$ cat src/rtl/sonar_pkg.sv
// Shared sonar definitions: sequencer state encoding and default ping timing,
// so controllers and benches agree on the same numbers.
package sonar_pkg;

  typedef enum logic [2:0] {
    IDLE   = 3'd0,
    BURST  = 3'd1,
    BLANK  = 3'd2,
    LISTEN = 3'd3,
    REPORT = 3'd4
  } ping_state_e;

  localparam int DEF_CLK_DIV      = 10;
  localparam int DEF_BURST_CYCLES = 8;
  localparam int DEF_BLANK_CLKS   = 1000;
  localparam int DEF_LISTEN_CLKS  = 100000;
  localparam int DEF_TOF_W        = 32;

  // Burst length in clk cycles: two half-periods of CLK_DIV+1 per wave period.
  function automatic int burst_len(input int clk_div, input int burst_cycles);
    return 2 * burst_cycles * (clk_div + 1);
  endfunction

endpackage

$ cat src/rtl/echo_sync.sv
// Two-flop synchronizer for an asynchronous comparator input with a
// single-cycle rising-edge pulse; pin-to-pulse latency is two clk cycles.
module echo_sync (
  input  logic clk,
  input  logic rstn,
  input  logic async_in,
  output logic rise
);

  logic [1:0] sync_q;
  logic       prev_q;

  always_ff @(posedge clk) begin
    if (!rstn) begin
      sync_q <= '0;
      prev_q <= 1'b0;
    end else begin
      sync_q <= {sync_q[0], async_in};
      prev_q <= sync_q[1];
    end
  end

  assign rise = sync_q[1] & ~prev_q;

endmodule

$ cat src/rtl/ping_sequencer.sv
// One sonar ping: square-wave burst, receiver blanking, echo listen window,
// and a time-of-flight result on a valid/ready handshake.
module ping_sequencer
  import sonar_pkg::*;
#(
  parameter int CLK_DIV      = DEF_CLK_DIV,
  parameter int BURST_CYCLES = DEF_BURST_CYCLES,
  parameter int BLANK_CLKS   = DEF_BLANK_CLKS,
  parameter int LISTEN_CLKS  = DEF_LISTEN_CLKS,
  parameter int TOF_W        = DEF_TOF_W
) (
  input  logic             clk,
  input  logic             rstn,
  input  logic             start,
  output logic             busy,
  output logic             tx_en,
  output logic             tx_wave,
  input  logic             echo,
  output logic [TOF_W-1:0] tof,
  output logic             timeout,
  output logic             tof_valid,
  input  logic             tof_ready
);

  localparam int BURST_LEN = burst_len(CLK_DIV, BURST_CYCLES);
  localparam int TOTAL     = BURST_LEN + BLANK_CLKS + LISTEN_CLKS;
  localparam int DIV_W     = (CLK_DIV > 0) ? $clog2(CLK_DIV + 1) : 1;

  localparam logic [TOF_W-1:0] BURST_LAST  = TOF_W'(BURST_LEN - 1);
  localparam logic [TOF_W-1:0] BLANK_LAST  = TOF_W'(BURST_LEN + BLANK_CLKS - 1);
  localparam logic [TOF_W-1:0] LISTEN_LAST = TOF_W'(TOTAL - 1);
  localparam logic [TOF_W-1:0] TOF_MISS    = TOF_W'(TOTAL);
  localparam logic [DIV_W-1:0] DIV_MAX     = DIV_W'(CLK_DIV);

  ping_state_e      state;
  logic [TOF_W-1:0] cnt;
  logic [DIV_W-1:0] div;
  logic             echo_rise;

  echo_sync u_echo_sync (
    .clk      (clk),
    .rstn     (rstn),
    .async_in (echo),
    .rise     (echo_rise)
  );

  assign busy  = (state != IDLE);
  assign tx_en = (state == BURST);

  always_ff @(posedge clk) begin
    if (!rstn) begin
      state     <= IDLE;
      cnt       <= '0;
      div       <= '0;
      tx_wave   <= 1'b0;
      tof       <= '0;
      timeout   <= 1'b0;
      tof_valid <= 1'b0;
    end else begin
      case (state)
        IDLE: begin
          cnt <= '0;
          div <= '0;
          if (start) begin
            state   <= BURST;
            tx_wave <= 1'b1;
          end
        end
        BURST: begin
          cnt <= cnt + 1'b1;
          if (cnt == BURST_LAST) begin
            state   <= BLANK;
            tx_wave <= 1'b0;
          end else if (div == DIV_MAX) begin
            div     <= '0;
            tx_wave <= ~tx_wave;
          end else begin
            div <= div + 1'b1;
          end
        end
        BLANK: begin
          // Ringdown: edges seen here are dropped, the synchronizer keeps tracking.
          cnt <= cnt + 1'b1;
          if (cnt == BLANK_LAST) state <= LISTEN;
        end
        LISTEN: begin
          cnt <= cnt + 1'b1;
          if (echo_rise) begin
            state     <= REPORT;
            tof       <= cnt;
            timeout   <= 1'b0;
            tof_valid <= 1'b1;
          end else if (cnt == LISTEN_LAST) begin
            state     <= REPORT;
            tof       <= TOF_MISS;
            timeout   <= 1'b1;
            tof_valid <= 1'b1;
          end
        end
        REPORT: begin
          if (tof_ready) begin
            state     <= IDLE;
            tof_valid <= 1'b0;
          end
        end
        default: state <= IDLE;
      endcase
    end
  end

endmodule

$ cat config.mk
export PLATFORM = sky130hd
export DESIGN_NAME = ping_sequencer
export DESIGN_NICKNAME = d
export VERILOG_FILES = /design/src/rtl/sonar_pkg.sv /design/src/rtl/echo_sync.sv /design/src/rtl/ping_sequencer.sv
export SDC_FILE = /design/constraint.sdc
export NUM_CORES = 1
export LEC_CHECK = 0
export CORE_UTILIZATION = 45
export DETAILED_ROUTE_END_ITERATION = 12
export PLACE_DENSITY = 0.66
export SYNTH_ARGS = -nofsm -noshare
export SYNTH_HDL_FRONTEND = slang
export SYNTH_HIERARCHICAL = 1
export SYNTH_SLANG_ARGS = --single-unit
$ cat constraint.sdc
create_clock -name clk -period 2.6 [get_ports clk]
set_input_delay 0.39 -clock clk [delete_from_list [all_inputs] [get_ports clk]]
set_output_delay 0.39 -clock clk [all_outputs]
set_load 0.01 [all_outputs]
==> metrics.yaml, run 1 <==
outcome: "finished, final reports clean"
syn-mean-instance-area_um2: 8.77
met2_wirelength_um: 3640
synthMostInstantiatedCell: "sky130_fd_sc_hd__dfxtp_1"
grt-ovfl-total: 0
critical_path.max_fanout: 20
layout-area-overhead-vs-synth_pct: 17.2
rsz0062_at_grt: "false"
insertion_delay_ns: 0.35
worst_ep_arrival_time_ns: 2.00
cts.path.max_buffers: 2
final.min_clock_period_ns: 2.39
die_h_um: 92.4
timing.final.max_slew_violations: 0
power.static_leakage_nw: 1.42
layout.area.seq_mm2: 0.00154
cts.root.buffer_cell: "sky130_fd_sc_hd__clkbuf_8"
critical_path.endpoint_type: "output port"
dr.first_iter.drc_count: 156
hold_viol: 0
cts.repair.resized: 0
multi_input_comb_area_mm2: 0.00195
yosys.area.top_type: "sky130_fd_sc_hd__dfxtp_1"
final_critical_path_setup_slack_ns: 0.208
post-layout-total-power_mw: 2.24
dr_wl_met3_um: 391
hold-worst-slack_ns: 0.430
drcViolationCount: 0
top_level_ports: 42
cts_inserted_buffers: 9
dp_worst_setup_slack_ns: 0.502
maxCapViolations: 0
cts.hold.buffers_added: 0
slew_at_the_pin_closest_to_its_max_slew_limit_ns: 0.660
placement_rows: 32
highest-signal-layer: "met4"
yosys_warnings: 6
placed_cells_incl_taps: 538
crit_required_ns: 2.21
cts.repair_timing.setup_buffer_count: 0
grt_use_total_pct: 21.8
clock-skew-final_ns: 0.0144
routed_wl_um: 8510
grt_first_pass_wirelength_um: 14800
power.ir.vdd_worst_mv: 0.303
yosysSeqAreaShare_pct: 42.0
number_of_enable_type_register_cells_in_the_synthesized_netlist: 0
post_synth_inst_count: 419
final_core_utilization_pct: 55.1
syn-num-nets: 427
post_drt_via_cell_ratio: 5.48
synth_top_flop_cell: "sky130_fd_sc_hd__dfxtp_1"
num_antenna_cells: 0
totalNegativeSetupSlack_ns: 0
timing.fmax_mhz: 418
setup_viol_count_final: 0
h_tree_lvls: 3
n_fill_cell: 759
worstSetupPathType: "reg2out"
netlist_area_mm2: 0.00367
synthArstFlopShare_pct: 0
layout_worst_path_cycle_share_pct: 92.0
synth_top_area_share_pct: 42.0
drt-wirelength-per-cell_um: 15.4
place_congestion: 0.839
clock_tree_sinks: 77
fp.coreArea_mm2: 0.00781
floorplan.initialDensity_pct: 47.1
grt_max_degree: 31
power_density_mw_per_mm2: 521
detailed_place.area_mm2: 0.00413
clock_tree_from_tritoncts: "built"
timing.hold.worst.class: "reg2reg"
design_area_mm2: 0.00430
die-area_mm2: 0.00853
netlist-cell-type-count: 56
portBuffers: 41
relSlewSlack_pct: 55.6
grt_antenna_before_repair: 0
yosys-top-cells-count: "sky130_fd_sc_hd__dfxtp_1 (77), sky130_fd_sc_hd__nand2_1 (47), sky130_fd_sc_hd__nor2_1 (39), sky130_fd_sc_hd__o21ai_1 (27), sky130_fd_sc_hd__a21boi_1 (24)"
fp.dieW_um: 92.4
met1Wirelength_um: 4380
worstSetupStartpointType: "flip-flop"
place_hpwl_um: 5860
clkSlewWorstSetupHoldPaths_ns: 0.09
ant_nets: 0
post_route_cells_drive_above_1_share_pct: 9.07
iteration_count_of_the_initial_detailed_routing_pass: 4
synthTopCellsByArea: "sky130_fd_sc_hd__dfxtp_1 (42%), sky130_fd_sc_hd__xnor2_1 (5.0%), sky130_fd_sc_hd__a21boi_1 (4.9%), sky130_fd_sc_hd__nand2_1 (4.8%), sky130_fd_sc_hd__nor2_1 (4.0%)"
layoutNonFillerInstCount: 554
first_global_vias: 2895
finish.net_count: 455
via_count: 3036
yosys_register_bits: 77
==> per-layer routing <==
layer	global-route usage (%)	vias to the layer above
met5	0	-
met4	6.12	0
met3	4.35	8
met2	31.1	57
met1	33.0	1443
li1	-	1528
==> layout make-up <==
cell class              instances  area share (%)
multi-input cells             299            45.3
flip-flops and latches         77            35.8
inverters                      11           0.959
clock inverters                 6           0.843
clock buffers                  10            3.20
well taps                     102            2.97
repair buffers                 49            10.9
==> final timing paths <==
| path | from | slack [ns] | cells after the start | endpoint |
|---|---|---|---|---|
| setup / recovery | state[2] | 0.21 | 3 | tx_en |
| hold / removal | u_echo_sync/sync_q[0] | 0.43 | 1 | u_echo_sync/sync_q[1] |
| setup reg to reg | state[2] | 0.47 | 5 | cnt[29] |
| hold reg to reg | u_echo_sync/sync_q[0] | 0.43 | 1 | u_echo_sync/sync_q[1] |
==> worst max-delay path, stage by stage, from the launching register on <==
cell	delay (ns)
sky130_fd_sc_hd__dfxtp_1	0.50
sky130_fd_sc_hd__or3b_1	0.54
sky130_fd_sc_hd__inv_1	0.08
sky130_fd_sc_hd__clkdlybuf4s50_1	0.53
==> flip-flops by register name, indices dropped and copies added, names as in the netlist <==
| name | count |
|---|---|
| u_echo_sync/prev_q | 1 |
| div | 4 |
| state | 3 |
| u_echo_sync/sync_q | 2 |
| tx_wave | 1 |
| tof | 32 |
| timeout | 1 |
| cnt | 32 |
| tof_valid | 1 |
==> cells in the final DEF, fill, tap and decap left out, drive strengths merged, types with 4 or more instances in the layout <==
| cell type | instances |
|---|---|
| nand2 | 47 |
| nor2b | 7 |
| and2 | 4 |
| xnor2 | 21 |
| buf | 8 |
| nor2 | 41 |
| nand3 | 12 |
| a21oi | 5 |
| inv | 12 |
| o221a | 8 |
| and4 | 6 |
| dfxtp | 77 |
| clkbuf | 10 |
| clkdlybuf4s50 | 41 |
| nor4b | 4 |
| o21ai | 31 |
| nor3b | 6 |
| a21boi | 25 |
| or3 | 6 |
| nand4 | 7 |
| nor4 | 15 |
| xor2 | 8 |
| nor3 | 5 |
| clkinv | 4 |
==> where the power goes <==
| group | internal [mW] | leakage (nW) | total (mW) | switching (mW) |
|---|---|---|---|---|
| clock network | 0.369 | 0.0922 | 0.819 | 0.449 |
| registers | 1.20 | 0.621 | 1.22 | 0.0269 |
| logic | 0.0853 | 0.702 | 0.198 | 0.113 |
==> cells by family after synthesis <==
| kind of cell | Yosys count | share of synthesized area [%] |
|---|---|---|
| xor+xnor | 29 | 6.91 |
| fa+ha+maj | 3 | 1.02 |
| buf+inv | 43 | 4.97 |
| flops | 77 | 42.0 |
| compound gates | 88 | 17.1 |
| simple gates | 179 | 28.0 |
Note: power is estimated with default switching activity, not from simulation.
==> run 2, diff against run 1 <==
--- a/config.mk
+++ b/config.mk
@@ -7,6 +7,7 @@
 export LEC_CHECK = 0
 export CORE_UTILIZATION = 45
 export DETAILED_ROUTE_END_ITERATION = 12
+export GPL_ROUTABILITY_DRIVEN = 0
 export PLACE_DENSITY = 0.66
 export SYNTH_ARGS = -nofsm -noshare
 export SYNTH_HDL_FRONTEND = slang
==> constraint.sdc (replaced) <==
create_clock -name clk -period 2.6 [get_ports clk]
set_input_delay 0.52 -clock clk [delete_from_list [all_inputs] [get_ports clk]]
set_output_delay 0.52 -clock clk [all_outputs]
set_load 0.01 [all_outputs]
==> run 2 against run 1 <==
  * Final cell count rose by 0.36%
  * Via count rose by 0.53%
  * Sequential power barely moved
  * Worst hold slack barely moved
  * Clock power rose by 15%
  * Critical path depth did not move
  * Core utilization rose by 0.61 points
  * First-iteration DRC count fell by 9.0%
  * Non-clock buffer count rose by 2
  * Combinational power barely moved
  * Clock skew fell by 0.0061 ns
  * Die area did not move
  * Critical endpoint unchanged
==> metrics.yaml, run 2 (synthesis results as in run 1) <==
gr-usage-met1_pct: 30.5  # -2.6 points
post_drt_via_cell_ratio: 5.49  # +0.17%
clock-skew-final_ns: 0.00826  # -0.00610 ns
grt_max_degree: 31  # unchanged
cts.path.max_buffers: 2  # unchanged
critical_path.endpoint_type: "output port"
hold_viol: 0  # unchanged
worst_ep_arrival_time_ns: 1.95  # -0.05 ns
totalNegativeSetupSlack_ns: 0  # unchanged
grt_antenna_before_repair: 0  # unchanged
h_tree_lvls: 3  # unchanged
slew_at_the_pin_closest_to_its_max_slew_limit_ns: 0.623  # -0.0376 ns
grt-ovfl-total: 0  # unchanged
worstSetupStartpointType: "flip-flop"
outcome: "finished, final reports clean"
reg_top3: "cnt (32), tof (32), div (4)"
via_count: 3052  # +0.53%
worst_r2r_startpoint: "cnt[0]"
use_met3_pct: 4.93  # +0.57 points
die-area_mm2: 0.00853  # unchanged
layoutNonFillerInstCount: 556  # +0.36%
post-layout-total-power_mw: 2.37  # +5.6%
placement_rows: 32  # unchanged
cts.hold.buffers_added: 0  # unchanged
top_level_ports: 42  # unchanged
rsz0062_at_grt: "false"
cts.repair.resized: 0  # unchanged
detailed_place.area_mm2: 0.00415  # +0.36%
grt-busiest-layer: "met2"
grt_first_pass_wirelength_um: 14400  # -2.9%
setup_viol_count_final: 0  # unchanged
finish.net_count: 457  # +0.44%
power_density_mw_per_mm2: 544  # +4.5%
layout_worst_path_cycle_share_pct: 95.2  # +3.2 points
drcViolationCount: 0  # unchanged
routed_wl_um: 8550  # +0.48%
worstSetupPathType: "reg2out"
relSlewSlack_pct: 58.1  # +2.5 points
worstHoldPathCells: 1  # unchanged
clock_tree_sinks: 77  # unchanged
timing.rr.end: "state[1]"
critical_path.max_fanout: 11  # -45%
layout-area-overhead-vs-synth_pct: 18.5
first_global_vias: 2907  # +0.41%
clock_tree_from_tritoncts: "built"
timing.final.max_slew_violations: 0  # unchanged
reg2regPathDepth: 6  # +1
place_hpwl_um: 5880  # +0.40%
drt-wirelength-per-cell_um: 15.4  # +0.12%
rrSetupSlack_ns: 0.54  # +0.07 ns
fp.dieW_um: 92.4  # unchanged
grt_use_total_pct: 21.4  # -0.40 points
design_area_mm2: 0.00435  # +1.1%
cts.repair_timing.setup_buffer_count: 0  # unchanged
portBuffers: 41  # unchanged
final.min_clock_period_ns: 2.47  # +0.0825 ns
dr.first_iter.drc_count: 142  # -9.0%
timing.hold.worst.class: "reg2reg"
num_antenna_cells: 0  # unchanged
critical_path.startpoint: "state[0]"
crit_required_ns: 2.08  # -0.13 ns
ant_nets: 0  # unchanged
maxCapViolations: 0  # unchanged
dp_worst_setup_slack_ns: 0.507  # +0.00472 ns
cts.root.buffer_cell: "sky130_fd_sc_hd__clkbuf_8"
layout.cells.most_common: "sky130_fd_sc_hd__dfxtp_1"
iteration_count_of_the_initial_detailed_routing_pass: 4  # unchanged
power.static_leakage_nw: 1.44  # +1.5%
cts_inserted_buffers: 9  # unchanged
insertion_delay_ns: 0.35  # about the same
power.ir.vdd_worst_mv: 0.353  # +16%
start_point_of_the_worst_min_delay_path: "u_echo_sync/sync_q[0]"
timing.fmax_mhz: 404  # -3.3%
final_critical_path_setup_slack_ns: 0.126  # -0.0825 ns
post_route_cells_drive_above_1_share_pct: 9.47  # +0.40 points
placed_cells_incl_taps: 540  # +0.37%
floorplan.initialDensity_pct: 47.1  # unchanged
whs_endpoint: "u_echo_sync/sync_q[1]"
globalRouteMet2Util_pct: 32.4  # +1.3 points
mostFrequentLayoutCells: "sky130_fd_sc_hd__dfxtp_1 (77), sky130_fd_sc_hd__nand2_1 (47), sky130_fd_sc_hd__clkdlybuf4s50_1 (41)"
fp.coreArea_mm2: 0.00781  # unchanged
clkSlewWorstSetupHoldPaths_ns: 0.08  # about the same
die_h_um: 92.4  # unchanged
-- run 2: cell count changes in the layout (fill, tap and decap cells not counted), sizes merged --
cell    delta
buf        +2
clkinv     -2
inv        +1
bufinv     +1
-- run 2: area by class of cell --
cell class	instances	area [um2]
fill	756	3460
multi-input combinational	299	1950
clock inverter	6	68.8
timing repair buffer	51	485
sequential	77	1540
tap	102	128
inverter	11	41.3
clock buffer	10	138
-- run 2: how the worst max path moves through the flow --
stage | slack, ns | end | depth (start not counted)
after floorplan | 0.80 | tof[10] | 7
after global placement | 0.52 | tx_en | 3
after detailed placement | 0.51 | tx_en | 3
after CTS | 0.11 | tx_en | 3
after global routing | 0.02 | tx_en | 3
final | 0.13 | tx_en | 3
-- run 2: metal layers --
metal	wire (um)	share of wire [%]
met4	82	0.96
met5	0	0
met3	373	4.4
met2	3890	45
met1	4210	49
-- run 2: critical path, stage by stage (launching register included) --
cell and delay (ns):
sky130_fd_sc_hd__dfxtp_1 0.50, sky130_fd_sc_hd__or3b_1 0.48, sky130_fd_sc_hd__inv_1 0.09, sky130_fd_sc_hd__clkdlybuf4s50_1 0.53
-- run 2: stage by stage --
stage	util [%]	hold slack (ns)
after floorplan	-	0.406
after global placement	53.1	0.409
after detailed placement	53.1	0.411
after CTS	55.7	0.432
after global routing	55.7	0.442
final	55.7	0.430
-- run 2: power breakdown --
group          internal (mW)  switching, mW  leakage, nW
registers               1.20         0.0263        0.621
clock network          0.476          0.467        0.103
logic                 0.0856          0.115        0.711
